--- config.mk ---
export PLATFORM = sky130hd
export DESIGN_NAME = pc_sequencer
export DESIGN_NICKNAME = d
export VERILOG_FILES = /design/src/rtl/pc_seq_pkg.sv /design/src/rtl/pc_next_sel.sv /design/src/rtl/pc_sequencer.sv
export SDC_FILE = /design/constraint.sdc
export NUM_CORES = 1
export LEC_CHECK = 0
export ABC_AREA = 0
export CORE_MARGIN = 3
export CORE_UTILIZATION = 45
export DETAILED_ROUTE_END_ITERATION = 8
export PLACE_DENSITY_LB_ADDON = 0.12
export SYNTH_ARGS = -nofsm -noshare
export SYNTH_HDL_FRONTEND = slang
export SYNTH_SLANG_ARGS = --single-unit
--- constraint.sdc ---
create_clock -name i_clk -period 3.4 [get_ports i_clk]
set_input_delay 0.34 -clock i_clk [delete_from_list [all_inputs] [get_ports i_clk]]
set_output_delay 0.34 -clock i_clk [all_outputs]
set_load 0.05 [all_outputs]
--- src/rtl/pc_seq_pkg.sv ---
// -----------------------------------------------------------------------------
// pc_seq_pkg
// Shared definitions for the PC sequencer: default PC width and vectors, the
// instruction size used for sequential increments, and the sequencer state
// encoding. Imported by pc_next_sel and pc_sequencer.
// -----------------------------------------------------------------------------
package pc_seq_pkg;

    localparam int          WIDTH_PC_DEF     = 32;
    localparam logic [31:0] RESET_VECTOR_DEF = 32'h0000_0000;
    localparam logic [31:0] EXC_VECTOR_DEF   = 32'h0000_0180;

    // Every instruction is one 32-bit word.
    localparam int          INSTR_BYTES      = 4;

    typedef enum logic [1:0] {
        ST_IDLE  = 2'd0,  // one-cycle hold after reset
        ST_FETCH = 2'd1,  // request outstanding at pc_q
        ST_VALID = 2'd2,  // instruction presented to decode
        ST_FLUSH = 2'd3   // drain a request that was abandoned by a trap
    } seq_state_e;

endpackage : pc_seq_pkg

--- src/rtl/pc_next_sel.sv ---
// -----------------------------------------------------------------------------
// pc_next_sel
// Purely combinational next-PC selection for the sequencer.
// Priority: exception > eret > jump > taken branch > sequential (pc + 4).
// All redirect targets are word-aligned by clearing bits [1:0]; the sequential
// increment wraps modulo 2^WIDTH_PC.
//
// Ports
//   i_exception      trap request            -> EXC_VECTOR
//   i_eret           return from exception   -> i_epc
//   i_jump           unconditional redirect  -> i_jump_target
//   i_branch_taken   conditional redirect    -> i_branch_target
//   i_epc            saved exception return address
//   i_jump_target    jump destination
//   i_branch_target  branch destination
//   i_pc             address of the instruction being retired
//   o_next_pc        selected next fetch address
//   o_pc_plus4       i_pc + 4 (wrapping)
// -----------------------------------------------------------------------------
module pc_next_sel
    import pc_seq_pkg::*;
#(
    parameter int                  WIDTH_PC   = WIDTH_PC_DEF,
    parameter logic [WIDTH_PC-1:0] EXC_VECTOR = WIDTH_PC'(EXC_VECTOR_DEF)
) (
    input  logic                i_exception,
    input  logic                i_eret,
    input  logic                i_jump,
    input  logic                i_branch_taken,
    input  logic [WIDTH_PC-1:0] i_epc,
    input  logic [WIDTH_PC-1:0] i_jump_target,
    input  logic [WIDTH_PC-1:0] i_branch_target,
    input  logic [WIDTH_PC-1:0] i_pc,
    output logic [WIDTH_PC-1:0] o_next_pc,
    output logic [WIDTH_PC-1:0] o_pc_plus4
);

    function automatic logic [WIDTH_PC-1:0] word_align(input logic [WIDTH_PC-1:0] addr);
        return {addr[WIDTH_PC-1:2], 2'b00};
    endfunction

    // Carry out of the top bit is simply dropped: 0xFFFF_FFFC + 4 = 0.
    assign o_pc_plus4 = i_pc + WIDTH_PC'(INSTR_BYTES);

    always_comb begin
        if (i_exception) begin
            o_next_pc = word_align(EXC_VECTOR);
        end else if (i_eret) begin
            o_next_pc = word_align(i_epc);
        end else if (i_jump) begin
            o_next_pc = word_align(i_jump_target);
        end else if (i_branch_taken) begin
            o_next_pc = word_align(i_branch_target);
        end else begin
            o_next_pc = o_pc_plus4;
        end
    end

endmodule : pc_next_sel

--- src/rtl/pc_sequencer.sv ---
// -----------------------------------------------------------------------------
// pc_sequencer
// Instruction fetch sequencer. Issues one instruction-memory request at a time,
// holds the returned word for decode until it is consumed, and computes the next
// fetch address from exception / eret / jump / branch / sequential sources.
// A trap taken while a request is outstanding either discards the data in the
// same cycle (ack present) or drains the outstanding request in FLUSH.
//
// Ports
//   i_clk            sole clock, rising edge
//   i_rst            synchronous active-high reset
//   i_stall          decode not ready; held instruction and PC freeze
//   i_branch_taken / i_branch_target   conditional redirect
//   i_jump         / i_jump_target     unconditional redirect
//   i_exception      trap request (honoured in IDLE, FETCH and VALID)
//   i_eret           return from exception to o_epc
//   o_imem_req / o_imem_addr           instruction-memory request
//   i_imem_ack / i_imem_rdata          completion and read data
//   o_instr / o_instr_valid            fetched instruction to decode
//   o_pc / o_pc_plus4                  address of o_instr and that address + 4
//   o_epc            captured exception return address
// -----------------------------------------------------------------------------
module pc_sequencer
    import pc_seq_pkg::*;
#(
    parameter int                  WIDTH_PC     = WIDTH_PC_DEF,
    parameter logic [WIDTH_PC-1:0] RESET_VECTOR = WIDTH_PC'(RESET_VECTOR_DEF),
    parameter logic [WIDTH_PC-1:0] EXC_VECTOR   = WIDTH_PC'(EXC_VECTOR_DEF)
) (
    input  logic                i_clk,
    input  logic                i_rst,
    input  logic                i_stall,
    input  logic                i_branch_taken,
    input  logic [WIDTH_PC-1:0] i_branch_target,
    input  logic                i_jump,
    input  logic [WIDTH_PC-1:0] i_jump_target,
    input  logic                i_exception,
    input  logic                i_eret,
    output logic                o_imem_req,
    output logic [WIDTH_PC-1:0] o_imem_addr,
    input  logic                i_imem_ack,
    input  logic [WIDTH_PC-1:0] i_imem_rdata,
    output logic [WIDTH_PC-1:0] o_instr,
    output logic                o_instr_valid,
    output logic [WIDTH_PC-1:0] o_pc,
    output logic [WIDTH_PC-1:0] o_pc_plus4,
    output logic [WIDTH_PC-1:0] o_epc
);

    seq_state_e          state_q, state_d;
    logic [WIDTH_PC-1:0] pc_q,    pc_d;      // next / current fetch address
    logic [WIDTH_PC-1:0] instr_q, instr_d;   // held instruction
    logic [WIDTH_PC-1:0] ipc_q,   ipc_d;     // address of held instruction
    logic [WIDTH_PC-1:0] epc_q,   epc_d;     // exception return address

    logic [WIDTH_PC-1:0] next_pc;

    // Next-PC selection is evaluated against the held instruction's address;
    // it is only used when leaving VALID (consume or trap).
    pc_next_sel #(
        .WIDTH_PC   (WIDTH_PC),
        .EXC_VECTOR (EXC_VECTOR)
    ) u_next_sel (
        .i_exception     (i_exception),
        .i_eret          (i_eret),
        .i_jump          (i_jump),
        .i_branch_taken  (i_branch_taken),
        .i_epc           (epc_q),
        .i_jump_target   (i_jump_target),
        .i_branch_target (i_branch_target),
        .i_pc            (ipc_q),
        .o_next_pc       (next_pc),
        .o_pc_plus4      (o_pc_plus4)
    );

    // -------------------------------------------------------------------------
    // Next-state logic
    // -------------------------------------------------------------------------
    always_comb begin
        // NOTE: every signal written here gets a default first, so no path can
        // leave one unassigned and infer a latch.
        state_d = state_q;
        pc_d    = pc_q;
        instr_d = instr_q;
        ipc_d   = ipc_q;
        epc_d   = epc_q;

        unique case (state_q)
            ST_IDLE: begin
                state_d = ST_FETCH;
                if (i_exception) begin
                    epc_d = pc_q;
                    pc_d  = {EXC_VECTOR[WIDTH_PC-1:2], 2'b00};
                end
            end

            ST_FETCH: begin
                if (i_exception) begin
                    // The request at pc_q never completes architecturally.
                    epc_d = pc_q;
                    pc_d  = {EXC_VECTOR[WIDTH_PC-1:2], 2'b00};
                    // Without an ack the memory still owes us a response,
                    // which must be drained before a new request goes out.
                    state_d = i_imem_ack ? ST_FETCH : ST_FLUSH;
                end else if (i_imem_ack) begin
                    instr_d = i_imem_rdata;
                    ipc_d   = pc_q;
                    state_d = ST_VALID;
                end
            end

            ST_VALID: begin
                // A trap is taken even while decode is stalled; every other
                // redirect waits for the instruction to be consumed.
                if (i_exception || !i_stall) begin
                    pc_d    = next_pc;
                    state_d = ST_FETCH;
                    if (i_exception) begin
                        epc_d = ipc_q;
                    end
                end
            end

            ST_FLUSH: begin
                if (i_imem_ack) begin
                    state_d = ST_FETCH;
                end
            end

            default: begin
                state_d = ST_IDLE;
            end
        endcase
    end

    // -------------------------------------------------------------------------
    // State registers
    // -------------------------------------------------------------------------
    always_ff @(posedge i_clk) begin
        // NOTE: non-blocking assignments so every register samples the values
        // from before this edge, independent of statement order.
        if (i_rst) begin
            state_q <= ST_IDLE;
            pc_q    <= RESET_VECTOR;
            instr_q <= '0;
            ipc_q   <= RESET_VECTOR;
            epc_q   <= '0;
        end else begin
            state_q <= state_d;
            pc_q    <= pc_d;
            instr_q <= instr_d;
            ipc_q   <= ipc_d;
            epc_q   <= epc_d;
        end
    end

    // -------------------------------------------------------------------------
    // Outputs
    // -------------------------------------------------------------------------
    assign o_imem_req    = (state_q == ST_FETCH);
    assign o_imem_addr   = pc_q;
    assign o_instr       = instr_q;
    assign o_instr_valid = (state_q == ST_VALID);
    assign o_pc          = ipc_q;
    assign o_epc         = epc_q;

endmodule : pc_sequencer

==> results.py <==
metrics = {
    "place": {
        "detailedPlace.worstSlack_ns": 0.424,
        "placed_cells": 1196,
        "dpl-instance-area_sq_um": 9150,
        "io_buffers": 261,
        "dp_hpwl_mm": 15.8,
        "globalplace.congestion": 0.885,
    },
    "logic_synthesis": {
        "async_reset_ff_share_pct": 0,
        "syn_area_sq_um": 6400,
        "synthCells": 799,
        "synth_top_area_share_pct": 40.7,
        "synth_warnings": 0,
        "yosysTopAreaCell": "dfxtp_1",
        "ys_ff_latch": 130,
        "ys_seq_area_share_pct": 40.7,
        "ys_top_cells_by_area": "dfxtp_1, nand2_1, a21oi_1",
        "synth_cell_type_count": 59,
        "synthFlopType": "dfxtp_1",
        "syn_nets": 904,
        "syn-mean-instance-area_sq_um": 8.01,
        "synth_edf_count": 0,
    },
    "floorplanning": {
        "io_pins": 266,
        "start_util_pct": 47.2,
        "coreArea_sq_um": 13600,
        "rows": 42,
        "die_w_um": 125,
        "die_h_um": 125,
        "dieArea_sq_um": 15700,
    },
    "grt": {
        "antenna_found_initial": 0,
        "grt_usage_pct": 27.9,
        "grt_overflow": 0,
        "first_global_vias": 6528,
        "grt_max_degree": 73,
        "grt_pass1_wl_mm": 35.4,
    },
    "clock_network": {
        "cts_buffer_depth": 2,
        "path_clk_slew_ns": 0.05,
        "cts-root-buf": "clkbuf_16",
        "cts_setup_buffers": 0,
        "clkSinkCount": 130,
        "numCtsBuffers": 17,
        "cts_tree": "yes",
        "clk_latency_ns": 0.42,
        "htree_levels": 4,
    },
    "finish": {
        "diodes": 0,
        "drive_gt1_share_pct": 7.61,
        "nNetsFinal": 1144,
        "fin_cells": 1227,
        "final-seq-area_sq_um": 2600,
        "fill_cells": 1093,
        "finalInstanceArea_sq_um": 9780,
        "syn2layout_area_growth_pct": 52.8,
        "fin_util_pct": 72.1,
        "multi_input_area_sq_um": 3490,
    },
    "power_and_ir_drop": {
        "leakagePower_nw": 3.71,
        "power.density_nw_per_um2": 415,
        "ir_worst_vdd_uv": 318,
    },
    "worst_setup_path": {
        "crit_path_start": "o_pc[16]$_SDFFE_PP0P_",
        "reg2regPathDepth": 7,
        "start_kind": "flop",
        "rr_endpoint": "o_imem_addr[19]$_SDFFE_PP0P_",
        "r2r_start": "state_q[1]$_SDFFE_PP0P_",
        "arrival_ns": 2.98,
        "critPathRequiredTime_ns": 3.06,
        "end_kind": "output port",
        "crit_type": "reg2out",
        "worst-path-max-fanout": 10,
        "r2r_setup_slack_ns": 1.05,
    },
    "sta": {
        "setup_viol": 0,
        "period_minus_slack_ns": 3.32,
        "worst_slack_ns": 0.0780,
        "rsz0062_at_grt": "false",
        "max_freq_ghz": 0.301,
        "fin_skew_ns": 0.00794,
        "finalSetupTns_ns": 0,
        "max_slew_margin_pct": 45.6,
        "timing.final.crit_share_pct": 97.7,
        "worst_slew_pin_slew_ns": 0.816,
        "slew_violations": 0,
        "hold_viol": 0,
    },
    "drt": {
        "vias_per_cell": 5.55,
        "routedWlPerCell_um": 18.5,
        "firstDrtPassIters": 5,
        "final_antenna_net_count": 0,
        "dr.first_iter.drc_count": 542,
        "via_count": 6809,
        "drc": 0,
        "wirelength_mm": 22.7,
    },
    "worst_hold_path": {
        "hold_path_startpoint": "o_instr[23]$_SDFFE_PP0P_",
        "min_path_cells": 2,
        "min_path_type": "reg2reg",
        "holdPathEnd": "o_instr[23]$_SDFFE_PP0P_",
    },
    "run_status": {
        "outcome": "completed",
    },
    "flow_run": {
        "cap_violations": 0,
    },
}
placed cells by master, fill, tap and decap left out, drive strengths merged, types with 3 or more instances in the layout:
cell type,n
nor2,59
o22ai,16
nor3,9
nand2b,5
buf,25
a32o,3
a32oi,8
a2bb2oi,3
a221o,6
xnor2,16
nand3,10
nor2b,7
clkbuf,22
a21oi,76
o211ai,6
bufinv,3
and3,4
inv,16
o211a,5
nor3b,3
nand4,13
nand2,192
a211oi,32
o21ai,35
xor2,9
o2bb2ai,6
clkdlybuf4s50,246
mux2i,32
nor4,7
a221oi,5
dlymetal6s2s,10
clkinv,6
dfxtp,130
routing by layer:
layer  track usage, %  part of all wire [%]
met1             36.6                    43
met2             45.3                    47
met3             7.38                   7.9
met4             8.55                   1.7
met5                0                     0
how the worst max path moves through the flow:
stage	to	slack, ns	cells past startpoint
finish	o_pc_plus4[29]	0.08	5
floorplan	o_pc_plus4[30]	0.54	6
global route	o_pc_plus4[29]	0.01	5
detailed placement	o_pc_plus4[22]	0.42	6
CTS	o_pc_plus4[31]	0.01	5
global placement	o_pc_plus4[22]	0.43	6
worst max-delay path, stage by stage, from the launching register on:
cell,delay [ns]
dfxtp_1,0.50
nand4_1,0.31
nor4_1,0.49
nand3_1,0.19
xnor2_2,0.22
clkdlybuf4s50_1,0.87
stage by stage:
stage | power, mW | hold slack (ns)
floorplan | 1.95 | 0.459
detailed placement | 2.23 | 0.446
global route | 4.18 | 0.475
finish | 4.06 | 0.452
global placement | 2.22 | 0.441
CTS | 4.08 | 0.453
power breakdown:
group          switching (mW)  internal (mW)
clock                   0.658           1.20
sequential             0.0313           1.57
combinational           0.359          0.244
registers in the layout, indices dropped and copies added, names as in the netlist:
name,count
o_epc,32
o_instr,32
o_pc,32
state_q,2
o_imem_addr,32
area by class of cell:
type	count	area share, %
Multi-Input combinational cell	590	35.7
Clock inverter	9	1.33
Inverter	17	0.652
Timing Repair Buffer	283	28.7
Sequential cell	130	26.6
Tap cell	176	2.25
Clock buffer	22	4.85
repair_timing:
item / in CTS / in global routing
gates resized for setup: 2 / 10
setup endpoints to repair: 2 / 10
hold buffers: 0 / 0
Yosys cell counts (5+ instances only):
cell type / instances
o211ai_1: 6
o22ai_1: 16
inv_1: 16
nor2b_1: 7
nor2_1: 59
xnor2_1: 10
a21oi_1: 75
a32oi_1: 8
a211oi_1: 32
xnor2_2: 6
dfxtp_1: 130
xor2_1: 9
nor3_1: 9
nand4_1: 9
o211a_1: 5
buf_2: 16
clkbuf_1: 39
a221o_1: 6
mux2i_1: 32
nand3_1: 9
nand2b_1: 5
nand2_1: 192
o2bb2ai_1: 6
o21ai_0: 33
cells by family after synthesis:
family                     after synthesis  synth area share, %
AOI/OAI and AO/OA                      217                 22.3
buffers and inverters                   79                 5.28
DFF                                    130                 40.7
adders and majority gates                1                0.195
xor gates and xnor gates                25                 4.12
muxes                                   32                 5.00
and+or+nand+nor                        315                 22.4
Power figures use the tool's default switching activity.
